`config.mk`:
```
export PLATFORM = sky130hd
export DESIGN_NAME = rocket_mem_window_flat
export DESIGN_NICKNAME = d
export VERILOG_FILES = /design/src/rtl/rocket_mem_window_if.sv /design/src/rtl/rocket_mem_window.sv /design/src/flat_wrapper.sv
export SDC_FILE = /design/constraint.sdc
export NUM_CORES = 1
export LEC_CHECK = 0
export ABC_AREA = 1
export CORE_AREA = 8 8 260 262
export CTS_CLUSTER_DIAMETER = 40
export DETAILED_ROUTE_END_ITERATION = 7
export DIE_AREA = 0 0 268 270
export SLEW_MARGIN = 20
export SYNTH_ARGS = -nofsm -noshare
export SYNTH_HDL_FRONTEND = slang
export SYNTH_SLANG_ARGS = --single-unit
```
`constraint.sdc`:
```
create_clock -name clock -period 4.27 [get_ports clock]
set_input_delay 0.6405 -clock clock [delete_from_list [all_inputs] [get_ports clock]]
set_output_delay 0.6405 -clock clock [all_outputs]
set_load 0.03 [all_outputs]
```
`src/rtl/rocket_mem_window_if.sv`:
```
// AXI4 channel bundle shared by the Rocket-facing and DDR-facing sides of rocket_mem_window.
interface rocket_mem_window_if #(
  parameter int ADDR_W = 32,
  parameter int DATA_W = 64,
  parameter int ID_W   = 6
);
  logic              ar_valid, ar_ready;
  logic [ADDR_W-1:0] ar_addr;
  logic [ID_W-1:0]   ar_id;
  logic [7:0]        ar_len;
  logic [2:0]        ar_size;
  logic [1:0]        ar_burst;
  logic [3:0]        ar_cache;
  logic              ar_lock;
  logic [2:0]        ar_prot;
  logic [3:0]        ar_qos;

  logic              aw_valid, aw_ready;
  logic [ADDR_W-1:0] aw_addr;
  logic [ID_W-1:0]   aw_id;
  logic [7:0]        aw_len;
  logic [2:0]        aw_size;
  logic [1:0]        aw_burst;
  logic [3:0]        aw_cache;
  logic              aw_lock;
  logic [2:0]        aw_prot;
  logic [3:0]        aw_qos;

  logic                w_valid, w_ready;
  logic [DATA_W-1:0]   w_data;
  logic [DATA_W/8-1:0] w_strb;
  logic                w_last;

  logic              r_valid, r_ready;
  logic [ID_W-1:0]   r_id;
  logic [1:0]        r_resp;
  logic [DATA_W-1:0] r_data;
  logic              r_last;

  logic              b_valid, b_ready;
  logic [ID_W-1:0]   b_id;
  logic [1:0]        b_resp;

  modport master (
    output ar_valid, ar_addr, ar_id, ar_len, ar_size, ar_burst, ar_cache, ar_lock, ar_prot, ar_qos,
    input  ar_ready,
    output aw_valid, aw_addr, aw_id, aw_len, aw_size, aw_burst, aw_cache, aw_lock, aw_prot, aw_qos,
    input  aw_ready,
    output w_valid, w_data, w_strb, w_last,
    input  w_ready,
    input  r_valid, r_id, r_resp, r_data, r_last,
    output r_ready,
    input  b_valid, b_id, b_resp,
    output b_ready
  );

  modport slave (
    input  ar_valid, ar_addr, ar_id, ar_len, ar_size, ar_burst, ar_cache, ar_lock, ar_prot, ar_qos,
    output ar_ready,
    input  aw_valid, aw_addr, aw_id, aw_len, aw_size, aw_burst, aw_cache, aw_lock, aw_prot, aw_qos,
    output aw_ready,
    input  w_valid, w_data, w_strb, w_last,
    output w_ready,
    output r_valid, r_id, r_resp, r_data, r_last,
    input  r_ready,
    output b_valid, b_id, b_resp,
    input  b_ready
  );
endinterface

```
`src/rtl/rocket_mem_window.sv`:
```
// AXI4 address-window bridge: relocates SRC_BASE window to DST_BASE, answers misses with DECERR.
// Optional perf counters enabled by defining MEM_WIN_PERF_EN.
module rocket_mem_window #(
  parameter int                ADDR_W   = 32,
  parameter int                DATA_W   = 64,
  parameter int                ID_W     = 6,
  parameter int                WIN_LOG2 = 28,
  parameter logic [ADDR_W-1:0] SRC_BASE = ADDR_W'(32'h8000_0000),
  parameter logic [ADDR_W-1:0] DST_BASE = ADDR_W'(32'h1000_0000),
  parameter int                MAX_OUT  = 8
) (
  input  logic                 clock,
  input  logic                 reset_n,
  rocket_mem_window_if.slave   s,
  rocket_mem_window_if.master  m,
  output logic [31:0]          perf_rd_bursts,
  output logic [31:0]          perf_wr_bursts,
  output logic [31:0]          perf_decerr
);
  localparam logic [ADDR_W-1:0] MASK      = ADDR_W'((64'd1 << WIN_LOG2) - 64'd1);
  localparam logic [7:0]        MAX_OUT_C = 8'(MAX_OUT);
  localparam logic [DATA_W-1:0] ERR_DATA  = '0;

  typedef enum logic {RD_IDLE, RD_ERR} rd_state_e;
  typedef enum logic [1:0] {WR_IDLE, WR_FWD, WR_ERR_W, WR_ERR_B} wr_state_e;

  rd_state_e       rd_state_q, rd_state_d;
  wr_state_e       wr_state_q, wr_state_d;
  logic [7:0]      rd_cnt_q, rd_cnt_d, wr_cnt_q, wr_cnt_d;
  logic [7:0]      rd_len_q, rd_len_d, rd_beat_q, rd_beat_d;
  logic [ID_W-1:0] rd_id_q, rd_id_d, wr_id_q, wr_id_d;
  logic            wlast_seen_q, wlast_seen_d;
  logic            live_q;

  logic ar_hit, aw_hit, rd_gate, wr_gate;
  logic s_ar_fire, s_aw_fire, s_r_fire, s_w_fire, s_b_fire;
  logic m_ar_fire, m_aw_fire, m_rlast_fire, m_b_fire;

  assign ar_hit       = (s.ar_addr & ~MASK) == SRC_BASE;
  assign aw_hit       = (s.aw_addr & ~MASK) == SRC_BASE;
  assign rd_gate      = live_q && rd_state_q == RD_IDLE && rd_cnt_q < MAX_OUT_C;
  assign wr_gate      = live_q && wr_state_q == WR_IDLE && wr_cnt_q != 8'hFF;
  assign s_ar_fire    = s.ar_valid & s.ar_ready;
  assign s_aw_fire    = s.aw_valid & s.aw_ready;
  assign s_r_fire     = s.r_valid & s.r_ready;
  assign s_w_fire     = s.w_valid & s.w_ready;
  assign s_b_fire     = s.b_valid & s.b_ready;
  assign m_ar_fire    = m.ar_valid & m.ar_ready;
  assign m_aw_fire    = m.aw_valid & m.aw_ready;
  assign m_rlast_fire = m.r_valid & m.r_ready & m.r_last;
  assign m_b_fire     = m.b_valid & m.b_ready;

  // live_q keeps every ready/valid low until the first clock after reset release.
  always_ff @(posedge clock or negedge reset_n) begin
    if (!reset_n) begin
      live_q       <= 1'b0;
      rd_state_q   <= RD_IDLE;
      wr_state_q   <= WR_IDLE;
      rd_cnt_q     <= '0;
      wr_cnt_q     <= '0;
      rd_len_q     <= '0;
      rd_beat_q    <= '0;
      rd_id_q      <= '0;
      wr_id_q      <= '0;
      wlast_seen_q <= 1'b0;
    end else begin
      live_q       <= 1'b1;
      rd_state_q   <= rd_state_d;
      wr_state_q   <= wr_state_d;
      rd_cnt_q     <= rd_cnt_d;
      wr_cnt_q     <= wr_cnt_d;
      rd_len_q     <= rd_len_d;
      rd_beat_q    <= rd_beat_d;
      rd_id_q      <= rd_id_d;
      wr_id_q      <= wr_id_d;
      wlast_seen_q <= wlast_seen_d;
    end
  end

  always_comb begin
    rd_state_d   = rd_state_q;
    rd_len_d     = rd_len_q;
    rd_beat_d    = rd_beat_q;
    rd_id_d      = rd_id_q;
    rd_cnt_d     = rd_cnt_q + {7'd0, m_ar_fire} - {7'd0, m_rlast_fire};
    wr_state_d   = wr_state_q;
    wr_id_d      = wr_id_q;
    wlast_seen_d = wlast_seen_q;
    wr_cnt_d     = wr_cnt_q + {7'd0, m_aw_fire} - {7'd0, m_b_fire};

    case (rd_state_q)
      RD_IDLE: if (s_ar_fire && !ar_hit) begin
        rd_state_d = RD_ERR;
        rd_id_d    = s.ar_id;
        rd_len_d   = s.ar_len;
        rd_beat_d  = '0;
      end
      RD_ERR: if (s_r_fire) begin
        if (rd_beat_q == rd_len_q) rd_state_d = RD_IDLE;
        else                       rd_beat_d  = rd_beat_q + 8'd1;
      end
    endcase

    case (wr_state_q)
      WR_IDLE: if (s_aw_fire) begin
        if (aw_hit) wr_state_d = WR_FWD;
        else begin
          wr_state_d   = WR_ERR_W;
          wr_id_d      = s.aw_id;
          wlast_seen_d = 1'b0;
        end
      end
      WR_FWD: if (s_w_fire && s.w_last) wr_state_d = WR_IDLE;
      // The local B must trail every downstream B, so park here until they drain.
      WR_ERR_W: begin
        if (s_w_fire && s.w_last) wlast_seen_d = 1'b1;
        if ((wlast_seen_q || (s_w_fire && s.w_last)) && wr_cnt_d == 8'd0)
          wr_state_d = WR_ERR_B;
      end
      WR_ERR_B: if (s_b_fire) wr_state_d = WR_IDLE;
    endcase
  end

  always_comb begin
    m.ar_addr  = DST_BASE | (s.ar_addr & MASK);
    m.ar_id    = s.ar_id;
    m.ar_len   = s.ar_len;
    m.ar_size  = s.ar_size;
    m.ar_burst = s.ar_burst;
    m.ar_cache = s.ar_cache;
    m.ar_lock  = s.ar_lock;
    m.ar_prot  = s.ar_prot;
    m.ar_qos   = s.ar_qos;
    m.ar_valid = s.ar_valid & ar_hit & rd_gate;
    // Misses wait for an empty downstream so error beats never interleave with real data.
    s.ar_ready = ar_hit ? (m.ar_ready & rd_gate)
                        : (live_q && rd_state_q == RD_IDLE && rd_cnt_q == 8'd0);

    m.aw_addr  = DST_BASE | (s.aw_addr & MASK);
    m.aw_id    = s.aw_id;
    m.aw_len   = s.aw_len;
    m.aw_size  = s.aw_size;
    m.aw_burst = s.aw_burst;
    m.aw_cache = s.aw_cache;
    m.aw_lock  = s.aw_lock;
    m.aw_prot  = s.aw_prot;
    m.aw_qos   = s.aw_qos;
    m.aw_valid = s.aw_valid & aw_hit & wr_gate;
    s.aw_ready = aw_hit ? (m.aw_ready & wr_gate) : (live_q && wr_state_q == WR_IDLE);

    m.w_data  = s.w_data;
    m.w_strb  = s.w_strb;
    m.w_last  = s.w_last;
    m.w_valid = live_q & s.w_valid & (wr_state_q == WR_FWD);
    s.w_ready = 1'b0;
    if (live_q && wr_state_q == WR_FWD)   s.w_ready = m.w_ready;
    if (live_q && wr_state_q == WR_ERR_W) s.w_ready = !wlast_seen_q;

    if (rd_state_q == RD_ERR) begin
      s.r_valid = 1'b1;
      s.r_id    = rd_id_q;
      s.r_resp  = 2'b11;
      s.r_data  = ERR_DATA;
      s.r_last  = rd_beat_q == rd_len_q;
      m.r_ready = 1'b0;
    end else begin
      s.r_valid = live_q & m.r_valid;
      s.r_id    = m.r_id;
      s.r_resp  = m.r_resp;
      s.r_data  = m.r_data;
      s.r_last  = m.r_last;
      m.r_ready = live_q & s.r_ready;
    end

    if (wr_state_q == WR_ERR_B) begin
      s.b_valid = 1'b1;
      s.b_id    = wr_id_q;
      s.b_resp  = 2'b11;
      m.b_ready = 1'b0;
    end else begin
      s.b_valid = live_q & m.b_valid;
      s.b_id    = m.b_id;
      s.b_resp  = m.b_resp;
      m.b_ready = live_q & s.b_ready;
    end
  end

`ifdef MEM_WIN_PERF_EN
  logic [31:0] perf_rd_q, perf_rd_d, perf_wr_q, perf_wr_d, perf_err_q, perf_err_d;

  function automatic logic [31:0] sat_add(input logic [31:0] v, input logic [1:0] inc);
    logic [32:0] sum;
    sum = {1'b0, v} + {31'd0, inc};
    return sum[32] ? 32'hFFFF_FFFF : sum[31:0];
  endfunction

  always_comb begin
    perf_rd_d  = sat_add(perf_rd_q, {1'b0, s_ar_fire});
    perf_wr_d  = sat_add(perf_wr_q, {1'b0, s_aw_fire});
    perf_err_d = sat_add(perf_err_q, {1'b0, s_ar_fire & ~ar_hit} + {1'b0, s_aw_fire & ~aw_hit});
  end

  always_ff @(posedge clock or negedge reset_n) begin
    if (!reset_n) begin
      perf_rd_q  <= '0;
      perf_wr_q  <= '0;
      perf_err_q <= '0;
    end else begin
      perf_rd_q  <= perf_rd_d;
      perf_wr_q  <= perf_wr_d;
      perf_err_q <= perf_err_d;
    end
  end

  assign perf_rd_bursts = perf_rd_q;
  assign perf_wr_bursts = perf_wr_q;
  assign perf_decerr    = perf_err_q;
`else
  assign perf_rd_bursts = '0;
  assign perf_wr_bursts = '0;
  assign perf_decerr    = '0;
`endif
endmodule

```
`src/flat_wrapper.sv`:
```
// flat-port wrapper written by rule: the top's interface ports become plain ports
module rocket_mem_window_flat 
#(
  parameter int                ADDR_W   = 32,
  parameter int                DATA_W   = 64,
  parameter int                ID_W     = 6,
  parameter int                WIN_LOG2 = 28,
  parameter logic [ADDR_W-1:0] SRC_BASE = ADDR_W'(32'h8000_0000),
  parameter logic [ADDR_W-1:0] DST_BASE = ADDR_W'(32'h1000_0000),
  parameter int                MAX_OUT  = 8
)
  (clock, reset_n, perf_rd_bursts, perf_wr_bursts, perf_decerr, s_ar_valid, s_ar_addr, s_ar_id, s_ar_len, s_ar_size, s_ar_burst, s_ar_cache, s_ar_lock, s_ar_prot, s_ar_qos, s_ar_ready, s_aw_valid, s_aw_addr, s_aw_id, s_aw_len, s_aw_size, s_aw_burst, s_aw_cache, s_aw_lock, s_aw_prot, s_aw_qos, s_aw_ready, s_w_valid, s_w_data, s_w_strb, s_w_last, s_w_ready, s_r_valid, s_r_id, s_r_resp, s_r_data, s_r_last, s_r_ready, s_b_valid, s_b_id, s_b_resp, s_b_ready, m_ar_valid, m_ar_addr, m_ar_id, m_ar_len, m_ar_size, m_ar_burst, m_ar_cache, m_ar_lock, m_ar_prot, m_ar_qos, m_ar_ready, m_aw_valid, m_aw_addr, m_aw_id, m_aw_len, m_aw_size, m_aw_burst, m_aw_cache, m_aw_lock, m_aw_prot, m_aw_qos, m_aw_ready, m_w_valid, m_w_data, m_w_strb, m_w_last, m_w_ready, m_r_valid, m_r_id, m_r_resp, m_r_data, m_r_last, m_r_ready, m_b_valid, m_b_id, m_b_resp, m_b_ready);
  rocket_mem_window_if #(.ADDR_W(ADDR_W), .DATA_W(DATA_W), .ID_W(ID_W)) s_i ();
  rocket_mem_window_if #(.ADDR_W(ADDR_W), .DATA_W(DATA_W), .ID_W(ID_W)) m_i ();
  input  logic clock;
  input  logic reset_n;
  output logic [31:0] perf_rd_bursts;
  output logic [31:0] perf_wr_bursts;
  output logic [31:0] perf_decerr;
  input wire logic [$bits(s_i.ar_valid)-1:0] s_ar_valid;
  input wire logic [$bits(s_i.ar_addr)-1:0] s_ar_addr;
  input wire logic [$bits(s_i.ar_id)-1:0] s_ar_id;
  input wire logic [$bits(s_i.ar_len)-1:0] s_ar_len;
  input wire logic [$bits(s_i.ar_size)-1:0] s_ar_size;
  input wire logic [$bits(s_i.ar_burst)-1:0] s_ar_burst;
  input wire logic [$bits(s_i.ar_cache)-1:0] s_ar_cache;
  input wire logic [$bits(s_i.ar_lock)-1:0] s_ar_lock;
  input wire logic [$bits(s_i.ar_prot)-1:0] s_ar_prot;
  input wire logic [$bits(s_i.ar_qos)-1:0] s_ar_qos;
  output wire logic [$bits(s_i.ar_ready)-1:0] s_ar_ready;
  input wire logic [$bits(s_i.aw_valid)-1:0] s_aw_valid;
  input wire logic [$bits(s_i.aw_addr)-1:0] s_aw_addr;
  input wire logic [$bits(s_i.aw_id)-1:0] s_aw_id;
  input wire logic [$bits(s_i.aw_len)-1:0] s_aw_len;
  input wire logic [$bits(s_i.aw_size)-1:0] s_aw_size;
  input wire logic [$bits(s_i.aw_burst)-1:0] s_aw_burst;
  input wire logic [$bits(s_i.aw_cache)-1:0] s_aw_cache;
  input wire logic [$bits(s_i.aw_lock)-1:0] s_aw_lock;
  input wire logic [$bits(s_i.aw_prot)-1:0] s_aw_prot;
  input wire logic [$bits(s_i.aw_qos)-1:0] s_aw_qos;
  output wire logic [$bits(s_i.aw_ready)-1:0] s_aw_ready;
  input wire logic [$bits(s_i.w_valid)-1:0] s_w_valid;
  input wire logic [$bits(s_i.w_data)-1:0] s_w_data;
  input wire logic [$bits(s_i.w_strb)-1:0] s_w_strb;
  input wire logic [$bits(s_i.w_last)-1:0] s_w_last;
  output wire logic [$bits(s_i.w_ready)-1:0] s_w_ready;
  output wire logic [$bits(s_i.r_valid)-1:0] s_r_valid;
  output wire logic [$bits(s_i.r_id)-1:0] s_r_id;
  output wire logic [$bits(s_i.r_resp)-1:0] s_r_resp;
  output wire logic [$bits(s_i.r_data)-1:0] s_r_data;
  output wire logic [$bits(s_i.r_last)-1:0] s_r_last;
  input wire logic [$bits(s_i.r_ready)-1:0] s_r_ready;
  output wire logic [$bits(s_i.b_valid)-1:0] s_b_valid;
  output wire logic [$bits(s_i.b_id)-1:0] s_b_id;
  output wire logic [$bits(s_i.b_resp)-1:0] s_b_resp;
  input wire logic [$bits(s_i.b_ready)-1:0] s_b_ready;
  output wire logic [$bits(m_i.ar_valid)-1:0] m_ar_valid;
  output wire logic [$bits(m_i.ar_addr)-1:0] m_ar_addr;
  output wire logic [$bits(m_i.ar_id)-1:0] m_ar_id;
  output wire logic [$bits(m_i.ar_len)-1:0] m_ar_len;
  output wire logic [$bits(m_i.ar_size)-1:0] m_ar_size;
  output wire logic [$bits(m_i.ar_burst)-1:0] m_ar_burst;
  output wire logic [$bits(m_i.ar_cache)-1:0] m_ar_cache;
  output wire logic [$bits(m_i.ar_lock)-1:0] m_ar_lock;
  output wire logic [$bits(m_i.ar_prot)-1:0] m_ar_prot;
  output wire logic [$bits(m_i.ar_qos)-1:0] m_ar_qos;
  input wire logic [$bits(m_i.ar_ready)-1:0] m_ar_ready;
  output wire logic [$bits(m_i.aw_valid)-1:0] m_aw_valid;
  output wire logic [$bits(m_i.aw_addr)-1:0] m_aw_addr;
  output wire logic [$bits(m_i.aw_id)-1:0] m_aw_id;
  output wire logic [$bits(m_i.aw_len)-1:0] m_aw_len;
  output wire logic [$bits(m_i.aw_size)-1:0] m_aw_size;
  output wire logic [$bits(m_i.aw_burst)-1:0] m_aw_burst;
  output wire logic [$bits(m_i.aw_cache)-1:0] m_aw_cache;
  output wire logic [$bits(m_i.aw_lock)-1:0] m_aw_lock;
  output wire logic [$bits(m_i.aw_prot)-1:0] m_aw_prot;
  output wire logic [$bits(m_i.aw_qos)-1:0] m_aw_qos;
  input wire logic [$bits(m_i.aw_ready)-1:0] m_aw_ready;
  output wire logic [$bits(m_i.w_valid)-1:0] m_w_valid;
  output wire logic [$bits(m_i.w_data)-1:0] m_w_data;
  output wire logic [$bits(m_i.w_strb)-1:0] m_w_strb;
  output wire logic [$bits(m_i.w_last)-1:0] m_w_last;
  input wire logic [$bits(m_i.w_ready)-1:0] m_w_ready;
  input wire logic [$bits(m_i.r_valid)-1:0] m_r_valid;
  input wire logic [$bits(m_i.r_id)-1:0] m_r_id;
  input wire logic [$bits(m_i.r_resp)-1:0] m_r_resp;
  input wire logic [$bits(m_i.r_data)-1:0] m_r_data;
  input wire logic [$bits(m_i.r_last)-1:0] m_r_last;
  output wire logic [$bits(m_i.r_ready)-1:0] m_r_ready;
  input wire logic [$bits(m_i.b_valid)-1:0] m_b_valid;
  input wire logic [$bits(m_i.b_id)-1:0] m_b_id;
  input wire logic [$bits(m_i.b_resp)-1:0] m_b_resp;
  output wire logic [$bits(m_i.b_ready)-1:0] m_b_ready;
  assign s_i.ar_valid = s_ar_valid;
  assign s_i.ar_addr = s_ar_addr;
  assign s_i.ar_id = s_ar_id;
  assign s_i.ar_len = s_ar_len;
  assign s_i.ar_size = s_ar_size;
  assign s_i.ar_burst = s_ar_burst;
  assign s_i.ar_cache = s_ar_cache;
  assign s_i.ar_lock = s_ar_lock;
  assign s_i.ar_prot = s_ar_prot;
  assign s_i.ar_qos = s_ar_qos;
  assign s_ar_ready = s_i.ar_ready;
  assign s_i.aw_valid = s_aw_valid;
  assign s_i.aw_addr = s_aw_addr;
  assign s_i.aw_id = s_aw_id;
  assign s_i.aw_len = s_aw_len;
  assign s_i.aw_size = s_aw_size;
  assign s_i.aw_burst = s_aw_burst;
  assign s_i.aw_cache = s_aw_cache;
  assign s_i.aw_lock = s_aw_lock;
  assign s_i.aw_prot = s_aw_prot;
  assign s_i.aw_qos = s_aw_qos;
  assign s_aw_ready = s_i.aw_ready;
  assign s_i.w_valid = s_w_valid;
  assign s_i.w_data = s_w_data;
  assign s_i.w_strb = s_w_strb;
  assign s_i.w_last = s_w_last;
  assign s_w_ready = s_i.w_ready;
  assign s_r_valid = s_i.r_valid;
  assign s_r_id = s_i.r_id;
  assign s_r_resp = s_i.r_resp;
  assign s_r_data = s_i.r_data;
  assign s_r_last = s_i.r_last;
  assign s_i.r_ready = s_r_ready;
  assign s_b_valid = s_i.b_valid;
  assign s_b_id = s_i.b_id;
  assign s_b_resp = s_i.b_resp;
  assign s_i.b_ready = s_b_ready;
  assign m_ar_valid = m_i.ar_valid;
  assign m_ar_addr = m_i.ar_addr;
  assign m_ar_id = m_i.ar_id;
  assign m_ar_len = m_i.ar_len;
  assign m_ar_size = m_i.ar_size;
  assign m_ar_burst = m_i.ar_burst;
  assign m_ar_cache = m_i.ar_cache;
  assign m_ar_lock = m_i.ar_lock;
  assign m_ar_prot = m_i.ar_prot;
  assign m_ar_qos = m_i.ar_qos;
  assign m_i.ar_ready = m_ar_ready;
  assign m_aw_valid = m_i.aw_valid;
  assign m_aw_addr = m_i.aw_addr;
  assign m_aw_id = m_i.aw_id;
  assign m_aw_len = m_i.aw_len;
  assign m_aw_size = m_i.aw_size;
  assign m_aw_burst = m_i.aw_burst;
  assign m_aw_cache = m_i.aw_cache;
  assign m_aw_lock = m_i.aw_lock;
  assign m_aw_prot = m_i.aw_prot;
  assign m_aw_qos = m_i.aw_qos;
  assign m_i.aw_ready = m_aw_ready;
  assign m_w_valid = m_i.w_valid;
  assign m_w_data = m_i.w_data;
  assign m_w_strb = m_i.w_strb;
  assign m_w_last = m_i.w_last;
  assign m_i.w_ready = m_w_ready;
  assign m_i.r_valid = m_r_valid;
  assign m_i.r_id = m_r_id;
  assign m_i.r_resp = m_r_resp;
  assign m_i.r_data = m_r_data;
  assign m_i.r_last = m_r_last;
  assign m_r_ready = m_i.r_ready;
  assign m_i.b_valid = m_b_valid;
  assign m_i.b_id = m_b_id;
  assign m_i.b_resp = m_b_resp;
  assign m_b_ready = m_i.b_ready;
  rocket_mem_window #(.ADDR_W(ADDR_W), .DATA_W(DATA_W), .ID_W(ID_W), .WIN_LOG2(WIN_LOG2), .SRC_BASE(SRC_BASE), .DST_BASE(DST_BASE), .MAX_OUT(MAX_OUT)) u_core (.clock(clock), .reset_n(reset_n), .s(s_i), .m(m_i), .perf_rd_bursts(perf_rd_bursts), .perf_wr_bursts(perf_wr_bursts), .perf_decerr(perf_decerr));
endmodule
```
# Yosys cells after proc, flatten, opt, wreduce, memory -nomap -nowiden

Index checks and enable logic that the tools add are counted.

Register bits after elaboration: 49
Input bits: 292
Output and inout port bits: 386

Reductions and logical operators: 22
Order comparisons: 1
Bitwise operators: 24
Equal/unequal tests: 16
Add/subtract/negate cells: 5
Muxes and demuxes: 32

Operator list:

| operator                                                                | number |
|---|---|
| 64-bit 2-to-1 mux                                                       | 1 |
| 8-bit 2-to-1 mux                                                        | 3 |
| 1-bit AND                                                               | 22 |
| 8-bit by 1-bit adder with 8-bit output                                  | 2 |
| 8-bit zero test                                                         | 2 |
| 8-bit case mux with 2 select lines                                      | 1 |
| 8-bit by 1-bit subtractor with 8-bit output                             | 2 |
| 1-bit 2-to-1 mux                                                        | 15 |
| 2-bit 2-to-1 mux                                                        | 7 |
| 6-bit 2-to-1 mux                                                        | 2 |
| 1-bit logical AND                                                       | 10 |
| 2-bit by 1-bit inequality test with 1-bit output, second input constant | 5 |
| 8-bit by 1-bit adder with 8-bit output, second input constant           | 1 |
| 4-bit equality test, second input constant                              | 2 |
| 8-bit equality test                                                     | 1 |
| 8-bit by 4-bit < comparator with 1-bit output, second input constant    | 1 |
| 2-bit inequality test, second input constant                            | 4 |
| 8-bit inequality test, second input constant                            | 1 |
| 2-bit case mux with 4 select lines                                      | 1 |
| 4-bit AND reduction                                                     | 2 |
| 3-bit AND reduction                                                     | 2 |
| 2-bit equality test, second input constant                              | 2 |
| 1-bit case mux with 2 select lines                                      | 2 |
| 2-bit by 1-bit equality test with 1-bit output, second input constant   | 1 |
| 6 further kinds                                                         | 8 |

# Longest topological paths before layout

Word-level depth: 11
Mapped depth: 21

# Least setup slack after synthesis

OpenSTA, ideal clock, no wires.

Path type: reg-to-reg
Start: register u_core.wr_state_q[0]
End: register u_core.wr_state_q[0]
Slack: 1.447 ns
Library setup time: 0.065 ns
Stages on the path, launching flop included: 18
Required time: 4.205 ns
Data arrival time: 2.758 ns
Period minus slack after synthesis: 2.823 ns
Path buffers: 0
Cells stage by stage: dfrtp_1 nand2_1 clkinv_1 nor4_1 ha_1 inv_1 ha_1 inv_1 fa_1 inv_1 or2_2 nor2_1 nand3_1 nor2_1 nand3_1 nand2_1 nand2_1 nand2_1

Cells in the longest elaborated chain, start to end: 11
Elaborated cells on any way between the ends: 32

Ends and longest elaborated chain:

| item                                                         | line                     | source |
|---|---|---|
| start, declared                                              | rocket_mem_window.sv:28  | `wr_state_e wr_state_q, wr_state_d;` |
| start signal, assigned                                       | rocket_mem_window.sv:69  | `wr_state_q <= wr_state_d;` |
| 2-bit zero test                                              | rocket_mem_window.sv:42  | `assign wr_gate = live_q && wr_state_q == WR_IDLE && wr_cnt_q != 8'hFF;` |
| 1-bit logical AND (2 in a row)                               | rocket_mem_window.sv:42  |  |
| 1-bit AND                                                    | rocket_mem_window.sv:148 | `m.aw_valid = s.aw_valid & aw_hit & wr_gate;` |
| 1-bit AND                                                    | rocket_mem_window.sv:49  | `assign m_aw_fire = m.aw_valid & m.aw_ready;` |
| 8-bit by 1-bit adder with 8-bit output                       | rocket_mem_window.sv:89  | `wr_cnt_d = wr_cnt_q + {7'd0, m_aw_fire} - {7'd0, m_b_fire};` |
| 8-bit by 1-bit subtractor with 8-bit output *                | rocket_mem_window.sv:89  |  |
| named net u_core.wr_cnt_d[1]                                 | rocket_mem_window.sv:29  | `logic [7:0] rd_cnt_q, rd_cnt_d, wr_cnt_q, wr_cnt_d;` |
| 8-bit zero test *                                            | rocket_mem_window.sv:117 | `if ((wlast_seen_q \|\| (s_w_fire && s.w_last)) && wr_cnt_d == 8'd0)` |
| 1-bit logical AND *                                          | rocket_mem_window.sv:117 |  |
| 2-bit by 1-bit inequality test with 1-bit output (no line) * | n/a                      |  |
| 4-bit AND reduction (no line) *                              | n/a                      |  |

The timed path passes the listed nets; every way through them passes the cells marked *.
A chain may end at the register's enable or synchronous reset.

# Worst setup path in the final report

Start: register u_core.rd_beat_q[4]
End: output port s_r_last

Cells in the longest elaborated chain, start to end: 2

Ends and longest elaborated chain:

| item                   | line                     | source |
|---|---|---|
| start, declared        | rocket_mem_window.sv:30  | `logic [7:0] rd_len_q, rd_len_d, rd_beat_q, rd_beat_d;` |
| start signal, assigned | rocket_mem_window.sv:73  | `rd_beat_q <= rd_beat_d;` |
| 8-bit equality test    | rocket_mem_window.sv:164 | `s.r_last = rd_beat_q == rd_len_q;` |
| 1-bit 2-to-1 mux       | rocket_mem_window.sv:159 | `if (rd_state_q == RD_ERR) begin` |
| end, declared          | flat_wrapper.sv:51       | `output wire logic [$bits(s_i.r_last)-1:0] s_r_last;` |

Every way passes these cells.

==> run metrics <==
fin crit share 75.92%; CP Capture Type output port; Tot GR Track Use 6.698%; fin cells 1,766; Final nets 1,226; DR WL/cell 14.41 um; CTS HTree Levels 2; post-synthesis mux area share 0%; final setup TNS 0 ns; unrepaired setup endpoints after global routing no; Num Clock Sinks 49; clk buf depth 2; crit path max fanout 6; CP Launch Type flip-flop; CP arrival 2.60 ns; placed insts 1,756; setup bufs post-CTS 0; PwrDens 388.1 nW/um^2; Synth Instances 871; initial antenna violation count 3; Seq/Total Area, Yosys 20.51%; Worst Skew 0.01239 ns; Die W 268 um; number of DRC markers in iteration 0 195; Final Util 12.02%; routed vias/inst 2.692; cell area after synthesis 5977 um^2; Lkg Pwr 3.640 nW; TritonCTS clock tree yes; Core Area 63,650 um^2; WP data required 3.63 ns; TritonCTS Buffers 5; status complete, no violations; post-synth top area cell buf_4; Initial DRT Pass Iterations 4; first-pass GRT wire length 34,680 um; FILL cells 7,474; MaxCap Viol Count 0; Max IR drop VDD 0.1826 mV; Final Power 2.969 mW; antenna-violating nets left 0; # DRC 0; Hold Path Class input port to asynchronous set/reset pin; Synth Flop Type dfrtp_1; largest net degree at the start of global routing 59; Syn Area/Cell 6.862 um^2; Area Growth Syn to Fin 27.97%; synthesis-stage register bit count 49; Syn. warnings 0; Setup Viol. Count Final 0; vias in the first global route 5,029; Distinct cells, synth 38; Slew headroom 38.54%; Synth area leaders buf_4 37%, dfrtp_1 21%, nand2_1 9.9%, inv_1 7.9%, nor2_1 5.6%; fin crit period 3.242 ns; number of core rows 93; DP HPWL 22,670 um; via count 4,754; I/O Buffers 233; area fraction in compound gates after synthesis 3.370%; final design area excluding fillers 7649 um^2; Die Area 72,360 um^2; Post-DP Area 7492 um^2; FMAX 0.3085 GHz; Final Max Tran Viols 0; initial core utilization 9.390%; grt total ovfl 0; # hold bufs at CTS 0; critical path class flip-flop to output port; XOR/XNOR Fraction of Synth Area 2.491%; largest family of logic cells by synthesized area buffers and inverters; Die Y 270 um; Post-Synth Adder-Cell Area 5.694%; GPL Wtd Cong 0.8029; layout cells sized above 1 3.850%; simple-gate portion of the synthesized area 21.14%; Final Hold Fails 0; drt total wl 25,450 um; Worst-Skew Late Latency 0.32 ns; IO Pins 678; Worst-Margin Slew 0.9220 ns; Post-synth EDFFs 0; async set-reset flop share out of synthesis 100.0%; Yosys top cell area share 37.18%; Clock Tree Root clkbuf_16; Resize count post-CTS 0; Worst-path clk slew 0.08 ns
[worst paths after layout]
kind	startpoint	endpoint	slack, ns	cells after the start
min in group clock	u_core.rd_id_q[0]	u_core.rd_id_q[0]	0.48	2
hold reg to reg	u_core.rd_id_q[0]	u_core.rd_id_q[0]	0.48	2
setup reg to reg	u_core.wr_state_q[0]	u_core.wr_state_q[0]	1.05	17
max in group asynchronous	reset_n	u_core.wr_cnt_q[7]	3.05	2
hold / removal	reset_n	u_core.rd_id_q[0]	0.44	1
setup / recovery	u_core.rd_beat_q[4]	s_r_last	1.03	6
[cell usage after synthesis (2+ instances only)]
| cell | n |
|---|---|
| a21oi_1 | 13 |
| buf_4 | 296 |
| buf_6 | 3 |
| clkbuf_1 | 9 |
| conb_1 | 2 |
| dfrtp_1 | 49 |
| fa_1 | 2 |
| ha_1 | 24 |
| inv_1 | 125 |
| inv_2 | 4 |
| nand2_1 | 158 |
| nand2_2 | 2 |
| nand3_1 | 23 |
| nand3b_1 | 2 |
| nand4_1 | 5 |
| nor2_1 | 89 |
| nor2_2 | 2 |
| nor3_1 | 5 |
| nor4_1 | 3 |
| o21ai_0 | 9 |
| o21ai_1 | 6 |
| or2_2 | 9 |
| xnor2_1 | 11 |
| xor2_1 | 6 |
[report_power, final]
part	internal [mW]	switching (mW)	total (mW)	leakage, nW
sequential	0.624	0.0966	0.721	0.631
clock	0.222	0.220	0.443	0.0680
combinational	0.696	1.11	1.80	2.94
[stage by stage]
step	hold slack, ns	setup slack [ns]
floorplan	0.3449	1.447
global placement	0.4552	0.9057
detailed placement	0.4585	0.8681
CTS	0.4806	0.8587
global route	0.5053	0.7127
finish	0.4445	1.028
[layout make-up]
type	count	area, um^2	area share, %
diodes	2	5.005	0.06543
clock buffers	5	125.1	1.636
clock inverters	3	26.28	0.3435
inverters	131	494.2	6.462
multi-input cells	485	2349	30.71
flip-flops and latches	49	1230	16.08
well taps	855	1070	13.99
repair buffers	236	2350	30.72
[cells in the final DEF, fill, tap and decap left out, drive strengths merged, types with 6 or more instances in the layout]
cell type,Yosys,routed
a21oi,13,13
clkdlybuf4s50,0,232
conb,2,105
dfrtp,49,49
ha,24,24
inv,130,131
nand2,160,160
nand3,24,24
nor2,92,92
nor3,6,6
o21ai,15,15
or2,10,10
xnor2,11,11
xor2,6,6
[registers in the layout, summed over array words and instances, names as in the netlist]
register and flops:
u_core.live_q 1, u_core.rd_beat_q 8, u_core.rd_cnt_q 8, u_core.rd_id_q 6, u_core.rd_len_q 8, u_core.rd_state_q 1, u_core.wlast_seen_q 1, u_core.wr_cnt_q 8
u_core.wr_id_q 6, u_core.wr_state_q 2
[critical path, stage by stage, from the launching register on]
cell,delay (ns)
dfrtp_1,0.45
xnor2_1,0.17
nand2_1,0.08
nor2_1,0.33
nand2_1,0.19
o21ai_0,0.19
clkdlybuf4s50_1,0.87
[layer usage]
layer	GRT usage (%)	up-vias	wire, um	share of wire (%)
li1	-	2273	-	-
met1	6.888	1995	9078	36
met2	9.665	409	10530	41
met3	5.370	73	4689	18
met4	3.218	4	1066	4.2
met5	0.7618	-	90	0.35
[kinds of logic (layout without fill, tap and decap cells)]
logic type / after synthesis / after routing
other: 2 / 107
adder cells (fa/ha/maj): 26 / 26
buffers and inverters: 440 / 375
XOR/XNOR: 17 / 17
AND/OR/NAND/NOR: 303 / 303
flip-flops: 49 / 49
AO/OA/AOI/OAI: 34 / 34
Note: power is estimated with default switching activity, not from simulation.
